**config.mk**
```make
export PLATFORM = sky130hd
export DESIGN_NAME = func_pipe_sequencer
export DESIGN_NICKNAME = d
export VERILOG_FILES = /design/src/rtl/func_pipe_sequencer.sv
export SDC_FILE = /design/constraint.sdc
export NUM_CORES = 1
export LEC_CHECK = 0
export CAP_MARGIN = 20
export CORE_ASPECT_RATIO = 1.25
export CORE_MARGIN = 5
export CORE_UTILIZATION = 61
export DETAILED_ROUTE_END_ITERATION = 16
export PLACE_DENSITY = 0.8
export SLEW_MARGIN = 20
export SYNTH_ARGS = -nofsm -noshare
export SYNTH_HDL_FRONTEND = slang
export SYNTH_SLANG_ARGS = --single-unit
```
**constraint.sdc**
```tcl
create_clock -name clk -period 4.22 [get_ports clk]
set_clock_uncertainty 0.15 [all_clocks]
set_input_delay 0.844 -clock clk [delete_from_list [all_inputs] [get_ports clk]]
set_output_delay 0.844 -clock clk [all_outputs]
set_load 0.03 [all_outputs]
```
**src/rtl/func_pipe_sequencer.sv**
```systemverilog
// Credit-based sequencer for a fixed-latency x^2*cos(x)+x/2 datapath: tags each
// accepted operand through the pipe and buffers results in a FWFT FIFO.
module func_pipe_sequencer #(
   parameter int LATENCY    = 20,
   parameter int FIFO_DEPTH = 32
) (
   input  logic        clk,
   input  logic        reset,
   input  logic        flush,
   input  logic        s_valid,
   output logic        s_ready,
   input  logic [31:0] s_data,
   output logic        pipe_en,
   output logic [31:0] pipe_x,
   input  logic [31:0] pipe_result,
   output logic        m_valid,
   input  logic        m_ready,
   output logic [31:0] m_data,
   output logic        busy
);

   localparam int CW = $clog2(FIFO_DEPTH + 1);
   localparam int AW = $clog2(FIFO_DEPTH);
   localparam logic [CW:0] DEPTH_C = (CW + 1)'(FIFO_DEPTH);

   typedef enum logic [0:0] {
      IDLE = 1'b0,
      RUN  = 1'b1
   } state_e;

   state_e             state_q, state_d;
   logic [LATENCY-1:0] tag_q, tag_d;
   logic [CW-1:0]      inflight_q, inflight_d;
   logic [CW-1:0]      fifo_count_q, fifo_count_d;
   logic [AW-1:0]      wr_ptr_q, wr_ptr_d;
   logic [AW-1:0]      rd_ptr_q, rd_ptr_d;
   logic [31:0]        mem_q [FIFO_DEPTH];
   logic [CW:0]        credit_used_s;
   logic               accept_s;
   logic               capture_s;
   logic               push_s;
   logic               pop_s;

   // Credits are taken from registered counts only, so a pop never frees a slot in the same cycle.
   always_comb begin
      credit_used_s = {1'b0, inflight_q} + {1'b0, fifo_count_q};
      s_ready       = reset && !flush && (credit_used_s < DEPTH_C);
      accept_s      = s_valid && s_ready;
      capture_s     = tag_q[LATENCY-1];
      m_valid       = (fifo_count_q != '0);
      push_s        = capture_s && !flush;
      pop_s         = m_valid && m_ready && !flush;
      pipe_x        = s_data;
      pipe_en       = accept_s || (state_q == RUN);
      busy          = (inflight_q != '0) || m_valid;
      if (m_valid) begin
         m_data = mem_q[rd_ptr_q];
      end else begin
         m_data = '0;
      end
   end

   // Tag shift register and in-flight counter.
   always_comb begin
      tag_d      = tag_q;
      inflight_d = inflight_q;
      if (flush) begin
         tag_d      = '0;
         inflight_d = '0;
      end else begin
         tag_d      = {tag_q[LATENCY-2:0], accept_s};
         inflight_d = inflight_q + CW'(accept_s) - CW'(capture_s);
      end
   end

   // FIFO occupancy and pointer next-state.
   always_comb begin
      fifo_count_d = fifo_count_q;
      wr_ptr_d     = wr_ptr_q;
      rd_ptr_d     = rd_ptr_q;
      if (flush) begin
         fifo_count_d = '0;
         wr_ptr_d     = '0;
         rd_ptr_d     = '0;
      end else begin
         fifo_count_d = fifo_count_q + CW'(push_s) - CW'(pop_s);
         if (push_s) begin
            wr_ptr_d = wr_ptr_q + AW'(1'b1);
         end else begin
            wr_ptr_d = wr_ptr_q;
         end
         if (pop_s) begin
            rd_ptr_d = rd_ptr_q + AW'(1'b1);
         end else begin
            rd_ptr_d = rd_ptr_q;
         end
      end
   end

   // RUN holds pipe_en high while anything is in flight; the datapath delay lines ignore enable.
   always_comb begin
      state_d = state_q;
      if (flush) begin
         state_d = IDLE;
      end else begin
         case (state_q)
            IDLE: begin
               if (accept_s) begin
                  state_d = RUN;
               end else begin
                  state_d = IDLE;
               end
            end
            RUN: begin
               if (inflight_d == '0) begin
                  state_d = IDLE;
               end else begin
                  state_d = RUN;
               end
            end
            default: state_d = IDLE;
         endcase
      end
   end

   // Control state registers.
   always_ff @(posedge clk or negedge reset) begin
      if (!reset) begin
         state_q      <= IDLE;
         tag_q        <= '0;
         inflight_q   <= '0;
         fifo_count_q <= '0;
         wr_ptr_q     <= '0;
         rd_ptr_q     <= '0;
      end else begin
         state_q      <= state_d;
         tag_q        <= tag_d;
         inflight_q   <= inflight_d;
         fifo_count_q <= fifo_count_d;
         wr_ptr_q     <= wr_ptr_d;
         rd_ptr_q     <= rd_ptr_d;
      end
   end

   // Result storage; contents are only observable through m_data while m_valid is high.
   always_ff @(posedge clk) begin
      if (push_s) begin
         mem_q[wr_ptr_q] <= pipe_result;
      end else begin
         mem_q[wr_ptr_q] <= mem_q[wr_ptr_q];
      end
   end

endmodule
```
# == Yosys cells after proc, flatten, opt, wreduce, memory -nomap -nowiden ==
# Memories as Yosys holds them, arrays and structs flattened.
# Cells that the tools add are included.
# totals
out_inout_bits,68
word_cells,49
inputBits,69
mem_bits_rw,1024
n_memories,1
register_bits,43
# memory_table
name,words,width,rd,rd_clocked_by_memory_dff,wr,line_no,source
mem_q,32,32,1,0,1,37,logic [31:0] mem_q [FIFO_DEPTH];
# classes
n_reduce_logical,15
add_sub_neg,7
eq_ne,1
n_bitwise,2
mux,16
magnitude_cmp,1
# ops
operator,count
32-bit two-way mux,2
20-bit two-way mux,1
5-bit two-way mux,4
6-bit by 1-bit adder with 6-bit output,2
6-bit two-way mux,2
6-bit nonzero test,2
6-bit by 1-bit subtractor with 6-bit output,2
5-bit by 1-bit adder with 5-bit output (second input constant),2
6-bit by 6-bit adder with 7-bit output,1
7-bit by 6-bit < comparator with 1-bit output (second input constant),1
1-bit logical AND,6
6-bit logical NOT,1
1-bit two-way mux,6
2-bit nonzero test,2
1-bit logical OR,2
1-bit one-hot mux with 2 select lines,1
2-bit AND reduction,1
1-bit logical NOT,1
0-bit != test,1
1-bit inverter,1
1-bit bitwise OR,1

# == Longest topological paths before layout ==
# depth
depth_word,11
mapped_depth,15
mapped_depth_nobuf,15

# == Worst setup path before layout ==
# No wires, ideal clock.
# synth_timing
path_kind,in2reg
start,input flush
end,"memory mem_q[30][0], enable pin"
setup_time_ns,0.421
path_stages,4
required_ns,3.649
n_path_buf,1
t_arrival_ns,2.855
setup_slack_ns,0.794
path_cell_list,clkbuf_1 nor2b_1 nand2_1 nor2_1
# synth_between
elab_chain_len,5
# synth_rtl
element,line_no,source
start: declaration,9,"input logic flush,"
1-bit logical NOT *,51,push_s = capture_s && !flush;
1-bit logical AND *,51,
"1-bit two-way mux, on equally long branches","147, 150",
1-bit two-way mux (not written as such) / 2-bit AND reduction (equally long branches),--,
1-bit bitwise OR (no source line) *,--,
end: declaration,37,
# Every way passes the cells marked *; elsewhere a longest branch is shown, timed or not.

# == Final worst setup path ==
# layout_timing
start,register rd_ptr_q[0]
end,output m_data[27]
# layout_between
elab_chain_len,2
# layout_rtl
element,line_no,source
start: declaration,36,"logic [AW-1:0] rd_ptr_q, rd_ptr_d;"
start signal: assignment,141,rd_ptr_q <= rd_ptr_d;
memory 32 x 32 bit,--,
32-bit two-way mux,56,if (m_valid) begin
end: declaration,18,"output logic [31:0] m_data,"
# No other way between the ends.

==> results.toml <==
[outcome]
status = "finished clean"

[timing]
finalSetupViolations = 0
fin_hold_ws_ps = 117.7
period_minus_slack_ps = 4190
fin_crit_sh_pct = 99.28
relSlewSlack_pct = 26.32
finalHoldViolations = 0
fin_tns_setup_ps = 0
fmax_ghz = 0.2387
slew_violations = 0
grt_setup_unrepaired = "yes"
worst_slew_pin_slew_ps = 1102

[final_layout]
nets = 2158
drive_gt1_share_pct = 27.66
areaGrowthSynthToFinish_pct = 13.95
fill_cells = 3736

[die]
die_w_um = 244.2
ios = 137
die_h_um = 302.8
initial_core_util_pct = 61.38
rows = 107
die-area_sq_um = 73940
core_sq_um = 68140

[cts]
htree_levels = 3
clkTransAtPathRegs_ps = 70
clk_path_buf_depth = 3
cts_buffers = 98
cts_tree = "built"
root_buffer = "clkbuf_16"
clock_latency_ps = 650
clock_sinks = 1067

[placement]
routabilityCongestion = 0.7786
io_buffers = 72
place_hpwl_mm = 56.88

[grt]
overflow = 0
grt_pass1_wl_mm = 152.5
grt_max_degree = 68
grt_usage_pct = 28.76
first_global_vias = 22040
grt_antenna_before_repair = 2

[setup_path]
critPathKind = "reg2out"
r2r-start = "inflight_q[2]"
endpoint_kind = "primary output"
startpoint = "rd_ptr_q[0]"
worstSetupStartpointType = "flip-flop"
crit_required_ps = 3230
cp.arrival_ps = 3200
cp_max_fo = 6

[logic_synthesis]
syn_inst = 1920
synth_edf_count = 1024
syn_nets = 2017
avgSynthCellArea_sq_um = 21.79
synthArstFlopShare_pct = 4.030
yosys_most_used_dff = "edfxtp_1"
yosysSeqAreaShare_pct = 76.09
yosysWarningCount = 0
synth-seq-cells = 1067
syn_area_sq_um = 41830
synth_cell_types = 46

[routing]
ant_nets = 0
wire_per_inst_um = 35.35
drc = 0
vias = 21140
vias_per_cell = 7.015
dr.pass1.iters = 8
drt_iter0_markers = 2857
finalWirelength_mm = 106.5

[pwr]
ir_drop_mv = 0.4278
powerDensity_nw_per_um2 = 543.1
leakage_nw = 14.98
total_power_w = 0.02589

[min_path]
holdCritPathClass = "in2async"

[job]
cap_violations = 0
==> what timing repair did <==
item | CTS | global route
pin swaps | 1 | 0
endpoints found under the setup margin | 29 | 14
resized for setup | 6 | 14
setup buffers | 7 | 0
hold buffers | 0 | 0
hold endpoints to repair | 0 | 0
cloned | 2 | 1
==> power breakdown <==
| part | switching (W) | internal (W) |
|---|---|---|
| Clock | 0.00394 | 0.00513 |
| Combinational | 0.00272 | 0.00239 |
| Sequential | 0.0000567 | 0.0116 |
| Total | 0.00672 | 0.0192 |
==> through the flow <==
| step | std cells | utilization (%) | worst slack (ps) | cell area [sq um] |
|---|---|---|---|---|
| final | 3014 | 69.94 | 30.44 | 47660 |
| after global routing | 3014 | 69.94 | -27.15 | 47660 |
| after CTS | 3011 | 69.91 | 1.197 | 47640 |
| after detailed placement | 2823 | 64.86 | 219.1 | 44200 |
| after global placement | 2823 | 64.86 | 366.4 | 44200 |
| after floorplan | 1920 | - | 794.1 | 41830 |
==> cell type report <==
cell class	count	area [sq um]	share of cell area (%)
clock buffer	110	2519	5.284
sequential	1067	31840	66.80
timing repair buffer	176	1996	4.187
inverter	30	112.6	0.2363
multi-input combinational	688	9345	19.61
tap	872	1091	2.289
clock inverter	69	755.7	1.586
antenna	2	5.005	0.01050
==> critical path: stages (launching register included) <==
cell     delay, ps
dfrtp_4        460
buf_12         170
buf_4          180
mux4_1         620
mux4_2         490
nor2_1         230
a31oi_1        140
buf_4          240
==> logic make-up after synthesis <==
| group | count (synthesis) | synth area share (%) |
|---|---|---|
| simple gates | 179 | 1.956 |
| xor+xnor | 15 | 0.3141 |
| mux | 353 | 16.63 |
| compound gates | 112 | 1.905 |
| fa+ha+maj | 28 | 0.8734 |
| flops | 1067 | 76.09 |
| buf+inv | 166 | 2.234 |
==> Yosys cell counts (2+ instances only) <==
library cell / count / share of area [%]
a21o_1: 2 / 0.036
a21oi_1: 9 / 0.11
a22oi_1: 31 / 0.56
a31oi_1: 25 / 0.37
a32oi_1: 8 / 0.17
and2_1: 2 / 0.030
buf_1: 12 / 0.11
buf_2: 15 / 0.18
buf_4: 40 / 0.72
buf_6: 16 / 0.43
buf_8: 2 / 0.072
clkbuf_1: 51 / 0.46
dfrtp_1: 43 / 2.6
edfxtp_1: 1024 / 74
fa_1: 2 / 0.096
ha_1: 26 / 0.78
inv_1: 30 / 0.27
mux2_2: 32 / 0.86
mux2i_1: 65 / 1.6
mux4_1: 48 / 3.0
mux4_2: 208 / 11
nand2_1: 46 / 0.41
nand3_1: 4 / 0.048
nand3b_1: 3 / 0.054
nand4_1: 6 / 0.090
nor2_1: 82 / 0.74
nor2b_1: 25 / 0.37
o211ai_1: 31 / 0.56
or3b_2: 2 / 0.042
xnor2_1: 8 / 0.17
xor2_1: 7 / 0.15
==> sequential cells by signal, indices dropped and copies added (netlist names) <==
name,cells
inflight_q,6
rd_ptr_q,5
state_q,1
tag_q,20
wr_ptr_q,5
fifo_count_q,6
mem_q,1024
==> routing by layer <==
metal  vias to the layer above  global-route usage [%]  wire length (um)
met2                      1632                   48.60             54370
met3                       335                   5.181             11200
met5                         -                       0                 0
met4                         0                   13.29              5453
met1                     10940                   37.18             35520
li1                       8233                       -                 -
==> final timing paths <==
check                           depth (start not counted)     endpoint  slack, ps
worst max-delay path                                    7   m_data[27]         30
worst min-delay path                                    2     tag_q[0]        120
worst max register to register                         14      state_q        760
worst min register to register                          1    tag_q[19]        310
max in group asynchronous                               2  rd_ptr_q[2]       3370
min in group clk                                        1    tag_q[19]        310
==> cell usage in the layout (no fill, tap or decap), types with 3 or more instances in the layout <==
master	n
nand2_1	46
dfrtp_1	38
ha_1	26
clkinvlp_4	12
dfrtp_4	3
buf_12	39
buf_4	89
clkinv_4	6
nor2_1	47
inv_1	30
edfxtp_1	1024
inv_6	3
bufinv_16	13
buf_2	10
nand3_1	4
xnor2_1	8
a22oi_1	31
a31oi_2	3
a31oi_1	22
clkbuf_1	11
clkinv_2	13
nor2b_1	24
a21oi_1	9
a32oi_1	8
mux4_2	212
mux4_1	44
mux2_2	32
o211ai_1	31
clkdlybuf4s50_1	28
xor2_1	7
buf_6	3
nor2_4	33
clkinv_1	18
mux2i_1	65
buf_16	4
clkbuf_16	100
nand4_1	6
nand3b_1	3
Power figures use the tool's default switching activity.
